$ cat config.mk
export PLATFORM = sky130hd
export DESIGN_NAME = mmio_gpio
export DESIGN_NICKNAME = d
export VERILOG_FILES = /design/src/rtl/mmio_gpio.sv
export SDC_FILE = /design/constraint.sdc
export NUM_CORES = 1
export LEC_CHECK = 0
export CAP_MARGIN = 15
export CORE_AREA = 3 3 159 161
export DETAILED_ROUTE_END_ITERATION = 16
export DIE_AREA = 0 0 162 164
export PLACE_DENSITY_LB_ADDON = 0.1
export SYNTH_ARGS = -nofsm -noshare
export SYNTH_HDL_FRONTEND = slang
export SYNTH_SLANG_ARGS = --single-unit
export TNS_END_PERCENT = 20
$ cat constraint.sdc
create_clock -name clk -period 2.5 [get_ports clk]
set_input_delay 0.5 -clock clk [delete_from_list [all_inputs] [get_ports clk]]
set_output_delay 0.5 -clock clk [all_outputs]
set_load 0.02 [all_outputs]
$ cat src/rtl/mmio_gpio.sv
// rtl/mmio_gpio.sv - memory-mapped GPIO peripheral (switches, debounced buttons, LEDs, irq)
//
// Word-addressed register block on the data bus, decoded in a 32-byte window at BASE_ADDR.
// Optional feature macro: GPIO_LED_TOGGLE_EN (enables the LED_TOGGLE register at offset 0x14).
//
// Ports:
//   clk, rst_n          clock (rising edge), synchronous active-low reset
//   addr, wr_en, rd_en  byte address and access strobes from the core
//   wr_data, rd_data    store data in, combinational load data out
//   hit                 addr falls inside this block's window
//   sw_in, btn_in       raw asynchronous switch and button pins
//   led_out             LED register
//   irq                 registered |(edge & mask)
module mmio_gpio #(
    parameter logic [31:0] BASE_ADDR       = 32'h0002_0000,
    parameter int          SW_WIDTH        = 16,
    parameter int          BTN_WIDTH       = 5,
    parameter int          LED_WIDTH       = 16,
    parameter int          DEBOUNCE_CYCLES = 50000
) (
    input  logic                 clk,
    input  logic                 rst_n,
    input  logic [31:0]          addr,
    input  logic                 wr_en,
    input  logic                 rd_en,
    input  logic [31:0]          wr_data,
    output logic [31:0]          rd_data,
    output logic                 hit,
    input  logic [SW_WIDTH-1:0]  sw_in,
    input  logic [BTN_WIDTH-1:0] btn_in,
    output logic [LED_WIDTH-1:0] led_out,
    output logic                 irq
);

    localparam int CNT_W = (DEBOUNCE_CYCLES > 1) ? $clog2(DEBOUNCE_CYCLES) : 1;
    localparam logic [CNT_W-1:0] CNT_MAX = CNT_W'(DEBOUNCE_CYCLES - 1);
    localparam logic [31:0] ID_VALUE = {16'h6710, 8'(SW_WIDTH), 8'(BTN_WIDTH)};

    localparam logic [4:0] OFF_ID     = 5'h00;
    localparam logic [4:0] OFF_SW     = 5'h04;
    localparam logic [4:0] OFF_BTNLED = 5'h08;
    localparam logic [4:0] OFF_EDGE   = 5'h0C;
    localparam logic [4:0] OFF_MASK   = 5'h10;
    localparam logic [4:0] OFF_TOGGLE = 5'h14;
    localparam logic [4:0] OFF_LED_RB = 5'h18;

    logic [SW_WIDTH-1:0]  sw_meta, sw_sync;
    logic [BTN_WIDTH-1:0] btn_meta, btn_sync;
    logic [BTN_WIDTH-1:0] btn_deb, btn_deb_next;
    logic [BTN_WIDTH-1:0] edge_q, mask_q, w1c;
    logic [CNT_W-1:0]     cnt_q    [BTN_WIDTH];
    logic [CNT_W-1:0]     cnt_next [BTN_WIDTH];
    logic [LED_WIDTH-1:0] led_q;
    logic                 irq_q;
    logic                 aligned, acc_wr, acc_rd;
    logic                 unused_bits;

    assign hit     = (addr[31:5] == BASE_ADDR[31:5]);
    assign aligned = (addr[1:0] == 2'b00);
    assign acc_wr  = hit & wr_en & aligned;
    assign acc_rd  = hit & rd_en & aligned;

    assign led_out = led_q;
    assign irq     = irq_q;

    // Upper store-data bits are legitimately ignored for narrow registers.
    assign unused_bits = ^wr_data;

    // Debounce: count consecutive cycles where the synchronised pin disagrees
    // with the debounced value; any agreement restarts the count, so the
    // counter never exceeds CNT_MAX and cannot wrap.
    always_comb begin
        btn_deb_next = btn_deb;
        for (int i = 0; i < BTN_WIDTH; i++) begin
            cnt_next[i] = '0;
            if (btn_sync[i] != btn_deb[i]) begin
                if (cnt_q[i] == CNT_MAX) begin
                    btn_deb_next[i] = btn_sync[i];
                end else begin
                    cnt_next[i] = cnt_q[i] + CNT_W'(1);
                end
            end
        end
    end

    assign w1c = (acc_wr && addr[4:0] == OFF_EDGE) ? wr_data[BTN_WIDTH-1:0] : '0;

    always_ff @(posedge clk) begin
        if (!rst_n) begin
            sw_meta  <= '0;
            sw_sync  <= '0;
            btn_meta <= '0;
            btn_sync <= '0;
            btn_deb  <= '0;
            edge_q   <= '0;
            mask_q   <= '0;
            led_q    <= '0;
            irq_q    <= 1'b0;
            for (int i = 0; i < BTN_WIDTH; i++) begin
                cnt_q[i] <= '0;
            end
        end else begin
            sw_meta  <= sw_in;
            sw_sync  <= sw_meta;
            btn_meta <= btn_in;
            btn_sync <= btn_meta;
            btn_deb  <= btn_deb_next;
            for (int i = 0; i < BTN_WIDTH; i++) begin
                cnt_q[i] <= cnt_next[i];
            end
            // A new rising edge is OR-ed in after the clear, so set beats W1C.
            edge_q <= (edge_q & ~w1c) | (btn_deb_next & ~btn_deb);
            irq_q  <= |(edge_q & mask_q);
            if (acc_wr) begin
                case (addr[4:0])
                    OFF_BTNLED: led_q  <= wr_data[LED_WIDTH-1:0];
                    OFF_MASK:   mask_q <= wr_data[BTN_WIDTH-1:0];
`ifdef GPIO_LED_TOGGLE_EN
                    OFF_TOGGLE: led_q  <= led_q ^ wr_data[LED_WIDTH-1:0];
`endif
                    default: ;
                endcase
            end
        end
    end

    always_comb begin
        rd_data = '0;
        if (acc_rd) begin
            case (addr[4:0])
                OFF_ID:     rd_data = ID_VALUE;
                OFF_SW:     rd_data = 32'(sw_sync);
                OFF_BTNLED: rd_data = 32'(btn_deb);
                OFF_EDGE:   rd_data = 32'(edge_q);
                OFF_MASK:   rd_data = 32'(mask_q);
                OFF_LED_RB: rd_data = 32'(led_q);
                default:    rd_data = '0;
            endcase
        end
    end

endmodule

======== After elaboration in Yosys (flattened, before gate mapping) ========
Memory sizes are Yosys's and may differ from the RTL's.
Index checks and enable logic that the tools add are counted.
storage, ports and cells
  register bits ........................... 74
  memory bits (writable) .................. 80
  input port bits ......................... 89
  output and inout port bits .............. 50
  memories kept ........................... 1
cells by class
  add/sub/neg operators ................... 5
  equal/unequal tests ..................... 16
  mux-type cells .......................... 30
  bitwise logic cells ..................... 15
  reductions and logical operators ........ 6
memories
  name   words  bits a word  rd ports  clocked after Yosys merged registers in  write ports  RTL line  source
  cnt_q  5      16           5         0                                        5            51        logic [CNT_W-1:0] cnt_q [BTN_WIDTH];
operators by type and width
  kind                                                    number
  2-to-1 mux 16 bit                                       15
  case mux 31 bit (6 select lines)                        1
  adder 16 x 1 -> 16 bit (second input constant)          5
  equality test 16 bit (second input constant)            5
  2-to-1 mux 31 bit                                       1
  equality test 27 x 13 -> 1 bit (second input constant)  1
  AND 5 bit                                               3
  2-to-1 mux 1 bit                                        12
  equality test 5 x 4 -> 1 bit (second input constant)    2
  equality test 5 bit (second input constant)             2
  inverter 5 bit                                          2
  equality test 5 x 3 -> 1 bit (second input constant)    1
  logical NOT 5 bit                                       1
  2-to-1 mux 5 bit                                        1
  != test 1 bit                                           5
  OR 1 bit                                                5
  OR 5 bit                                                1
  OR reduction 5 bit                                      1
  AND 1 bit                                               4
  AND reduction 2 bit                                     2
  logical NOT 2 bit                                       1
  logical AND 1 bit                                       1

======== Depth between registers and ports, before layout ========
  depth in word-level cells ............... 8
  depth in mapped cells ................... 7
  gate-level depth less buffers ........... 5

======== Worst setup path before layout ========
OpenSTA, ideal clock, no wires.
  kind .................................... input to output
  from .................................... in addr[20]
  to ...................................... out rd_data[24]
  data arrival time ....................... 2,279 ps
  path slack .............................. -279 ps
  stages on the path ...................... 5
  buffers on the path ..................... 1
  path through ............................ or4b_4 > nor3_1 > nor2b_1 > and4b_1 > buf_4
between the ends
  word-level cells in the longest chain between the ends .. 4
ends and longest elaborated chain
  what                            RTL line  source
  start: declaration              23        input logic [31:0] addr,
  equality test 27 x 13 -> 1 bit  58        assign hit = (addr[31:5] == BASE_ADDR[31:5]);
  net hit                         28        output logic hit,
  AND 1 bit (2 in series)         61        assign acc_rd = hit & rd_en & aligned;
  2-to-1 mux 31 bit               129       if (acc_rd) begin
  end: declaration                27        output logic [31:0] rd_data,
The timed path passes the listed nets, and every way through them passes these cells.

======== Final worst setup path ========
  from .................................... in addr[30]
  to ...................................... out rd_data[12]
between the ends
  word-level cells in the longest chain between the ends .. 4
ends and longest elaborated chain
  what                            RTL line
  equality test 27 x 13 -> 1 bit  58
  AND 1 bit (2 in series)         61
  2-to-1 mux 31 bit               129
No other way between the ends.

==> metrics.txt <==
status=complete, but fails checks; violated checks=negative setup slack; layout cells sized above 1=16.0%; Hold Path End=led_out[2]$_SDFFE_PN0P_; Setup WS post-layout=-0.139 ns; Worst Tran Pin Value=0.628 ns; RSZ-0062 raised after global routing=yes; TritonCTS clock tree=built; IR drop worst, VDD=0.353 mV; clk slew on worst S/H paths=0.06 ns; skew final=0.00792 ns; LEAKAGE=3.10 nW; Synth Area in Adders=0.941%; IO buf count=112; GRT Total Usage=13.5%; Hold Vio Cnt, Final=0; Rel. slew slack=58.0%; Crit. End Element=output pin; vias in the first global route=5512; # clock sinks=154; mean number of vias per cell=4.53; design area=9070 µm²; arrival time worst endpoint=2.14 ns; worst r2r src=cnt_q[0][12]$_SDFF_PP0_; Final nets=962; shortest period the worst path allows=2.64 ns; synthesized area per cell=9.12 µm²; drt pass-1 iters=4; Post-synth EDFFs=0; DR iter-0 viols=268; hold depth=3; GP Congestion=0.769; mux cell area share after synthesis=4.44%; Clk Latency, worst-skew pair=0.43 ns; Netlist Area Pre-Place=6650 µm²; largest net degree at the start of global routing=56; FFs w/ async S/R, synth=0%; Post-Synth XOR/XNOR Area=9.35%; WS Path Type=primary input to output pin; Detail Placement HPWL=12800 µm; Power per Cell Area=609 nW/µm²; required time worst endpoint=2.00 ns; final setup violation count=22; CTS Root Cell=clkbuf_16; Num CTS Buffers=17; Worst path slowest cell=or4_4; largest family of logic cells by synthesized area=simple AND/OR/NAND/NOR gates; dominant synthesized flop cell=dfxtp_1; Congestion Overflow GR=0; Critical R2R Capture=edge_q[0]$_SDFF_PN0_; Die ar.=26600 µm²; Final Util=37.6%; Worst path most repeated cell=buf_6; die width=162 µm; wire per inst=14.7 µm; count of pins over their slew limit=0; post-synthesis register bit count=154; initial core utilization=27.6%; # diodes=0; post-synthesis cell type count=51; htree depth=4; clk buf depth=2; P&R area growth vs syn=36.4%; first-pass GRT wire length=28600 µm; Core ar.=24100 µm²; # DRC=0; std cell rows=57; antenna violations before repair=0; slowest stage delay, CP=0.55 ns; placed standard-cell area=8280 µm²; Hold Crit Start=rst_n; sequential area share after synthesis=46.4%; max-cap violation count=0; CP max FO=6; drt total wl=17700 µm; reg2reg path depth=4; reg2reg setup slack=0.38 ns; YS warnings=0; Ports=139; worst min-delay path class=primary input to flop; Post-Synthesis Cells=729; Synth Area in Simple Gates=28.6%; Die Y=164 µm; Synth Area in Compound Gates=5.19%; Peak Freq=379 MHz; CP Cell Sequence=buf_6 > or4_4 > nor3_4 > nand3b_1 > buf_6 > buf_8 > nor2_4 > buf_6; crit start category=primary input; post-route antenna net violation count=0; detailed-route via count=5453; fin crit share=106%
==> cell type report <==
class                   instances  area [µm²]
flip-flops and latches        154        3080
clock buffers                  17         425
clock inverters                15         206
inverters                      19        71.3
multi-input cells             524        3450
well taps                     324         405
repair buffers                152        1430
fillers                      2473       15000
==> sequential cells by signal, indices dropped and copies added (netlist names) <==
| name | cells |
|---|---|
| cnt_q | 80 |
| sw_meta | 16 |
| btn_deb | 5 |
| btn_sync | 5 |
| sw_sync | 16 |
| edge_q | 5 |
| irq | 1 |
| mask_q | 5 |
| btn_meta | 5 |
| led_out | 16 |
==> kinds of logic (layout without fill, tap and decap cells) <==
family	Yosys count	count (layout)
adders and majority gates	5	5
and+or+nand+nor	358	358
DFF	154	154
AOI/OAI and AO/OA	51	51
xor gates and xnor gates	71	71
buffers and inverters	60	203
other	1	10
muxes	29	29
==> metal layers <==
metal	vias to the layer above	share of wire, %	track usage, %	wire, µm
met3	13	4.7	3.76	824
met4	0	1.4	3.88	245
met1	2552	47	17.4	8320
met5	-	0	0	0
met2	113	47	22.1	8310
li1	2775	-	-	-
==> power breakdown <==
part	internal [mW]	total (mW)	leakage [nW]	switching, mW
clock network	1.62	2.76	0.311	1.15
logic	0.139	0.262	1.54	0.123
registers	2.49	2.50	1.25	0.0135
total	4.24	5.52	3.10	1.28
==> through the flow <==
stage	instances	total power, mW	setup WS, ns	TNS (ns)	hold WS (ns)
after global routing	1205	5.74	-0.196	-2.94	0.425
after detailed placement	1171	2.82	-0.998	-27.06	0.419
after floorplan	738	2.66	-0.0456	-0.964	0.412
after global placement	1171	2.81	-0.962	-26.05	0.417
after CTS	1205	5.60	-0.144	-1.70	0.412
final	1205	5.52	-0.139	-1.42	0.418
==> how the worst max path moves through the flow <==
| stage | startpoint | end | slack (ns) | depth (start not counted) |
|---|---|---|---|---|
| global route | addr[30] | rd_data[5] | -0.20 | 8 |
| CTS | addr[30] | rd_data[12] | -0.14 | 8 |
| finish | addr[30] | rd_data[12] | -0.14 | 8 |
| detailed placement | addr[20] | rd_data[12] | -1.0 | 8 |
| global placement | addr[22] | rd_data[5] | -0.96 | 8 |
| floorplan | addr[20] | led_out[10]$_SDFFE_PN0P_ | -0.05 | 6 |
==> placed cells by master, fill, tap and decap left out, drive strengths merged, types with 3 or more instances in the layout <==
master | netlist | final
a21oi | 16 | 16
a22oi | 16 | 16
a32o | 3 | 3
and2 | 45 | 45
and3 | 4 | 4
and4 | 7 | 7
buf | 21 | 70
bufinv | 0 | 3
clkbuf | 20 | 17
clkdlybuf4s15 | 0 | 7
clkdlybuf4s50 | 0 | 57
clkinv | 0 | 5
conb | 1 | 10
dfxtp | 154 | 154
dlygate4sd2 | 0 | 17
ha | 5 | 5
inv | 19 | 26
mux2 | 4 | 4
mux2i | 25 | 25
nand2 | 60 | 60
nand3 | 38 | 38
nand4 | 16 | 16
nand4b | 4 | 4
nor2 | 106 | 106
nor2b | 4 | 4
nor3 | 18 | 18
nor4 | 22 | 22
nor4b | 3 | 3
nor4bb | 5 | 5
o21ai | 6 | 6
o41ai | 5 | 5
or3 | 4 | 4
or3b | 4 | 4
or4 | 7 | 7
xnor2 | 52 | 52
xor2 | 19 | 19
==> worst max-delay path: cells and delay by family <==
kind          cells  cell delay [ns]
simple gates      4             1.07
buf+inv           4             0.57
==> synth_stat cells (all sizes together) (3+ instances only) <==
cell type	number	share of area [%]
a21oi	16	1.2
xnor2	52	6.8
nor4bb	5	0.75
or4	7	0.85
and2	45	4.2
clkbuf	20	1.6
mux2	4	0.68
nor2	106	6.0
and4	7	0.92
nand3	38	2.9
nand4b	4	0.53
o21ai	6	0.45
ha	5	0.94
nor2b	4	0.38
xor2	19	2.5
a32o	3	0.45
and3	4	0.38
dfxtp	154	46
nor4	22	2.5
inv	19	1.1
nor3	18	1.4
nor4b	3	0.40
buf	21	2.4
or3b	4	0.53
a22oi	16	1.8
mux2i	25	3.8
nand4	16	1.6
nand2	60	3.4
or3	4	0.38
o41ai	5	0.66
==> timing repair <==
action / CTS / global route
pin swaps: 20 / 4
gates resized for setup: 213 / 8
hold buffers: 0 / 0
setup endpoints to repair: 23 / 22
gates cloned: 2 / 0
setup buffers: 0 / 0
Note: power is estimated with default switching activity, not from simulation.
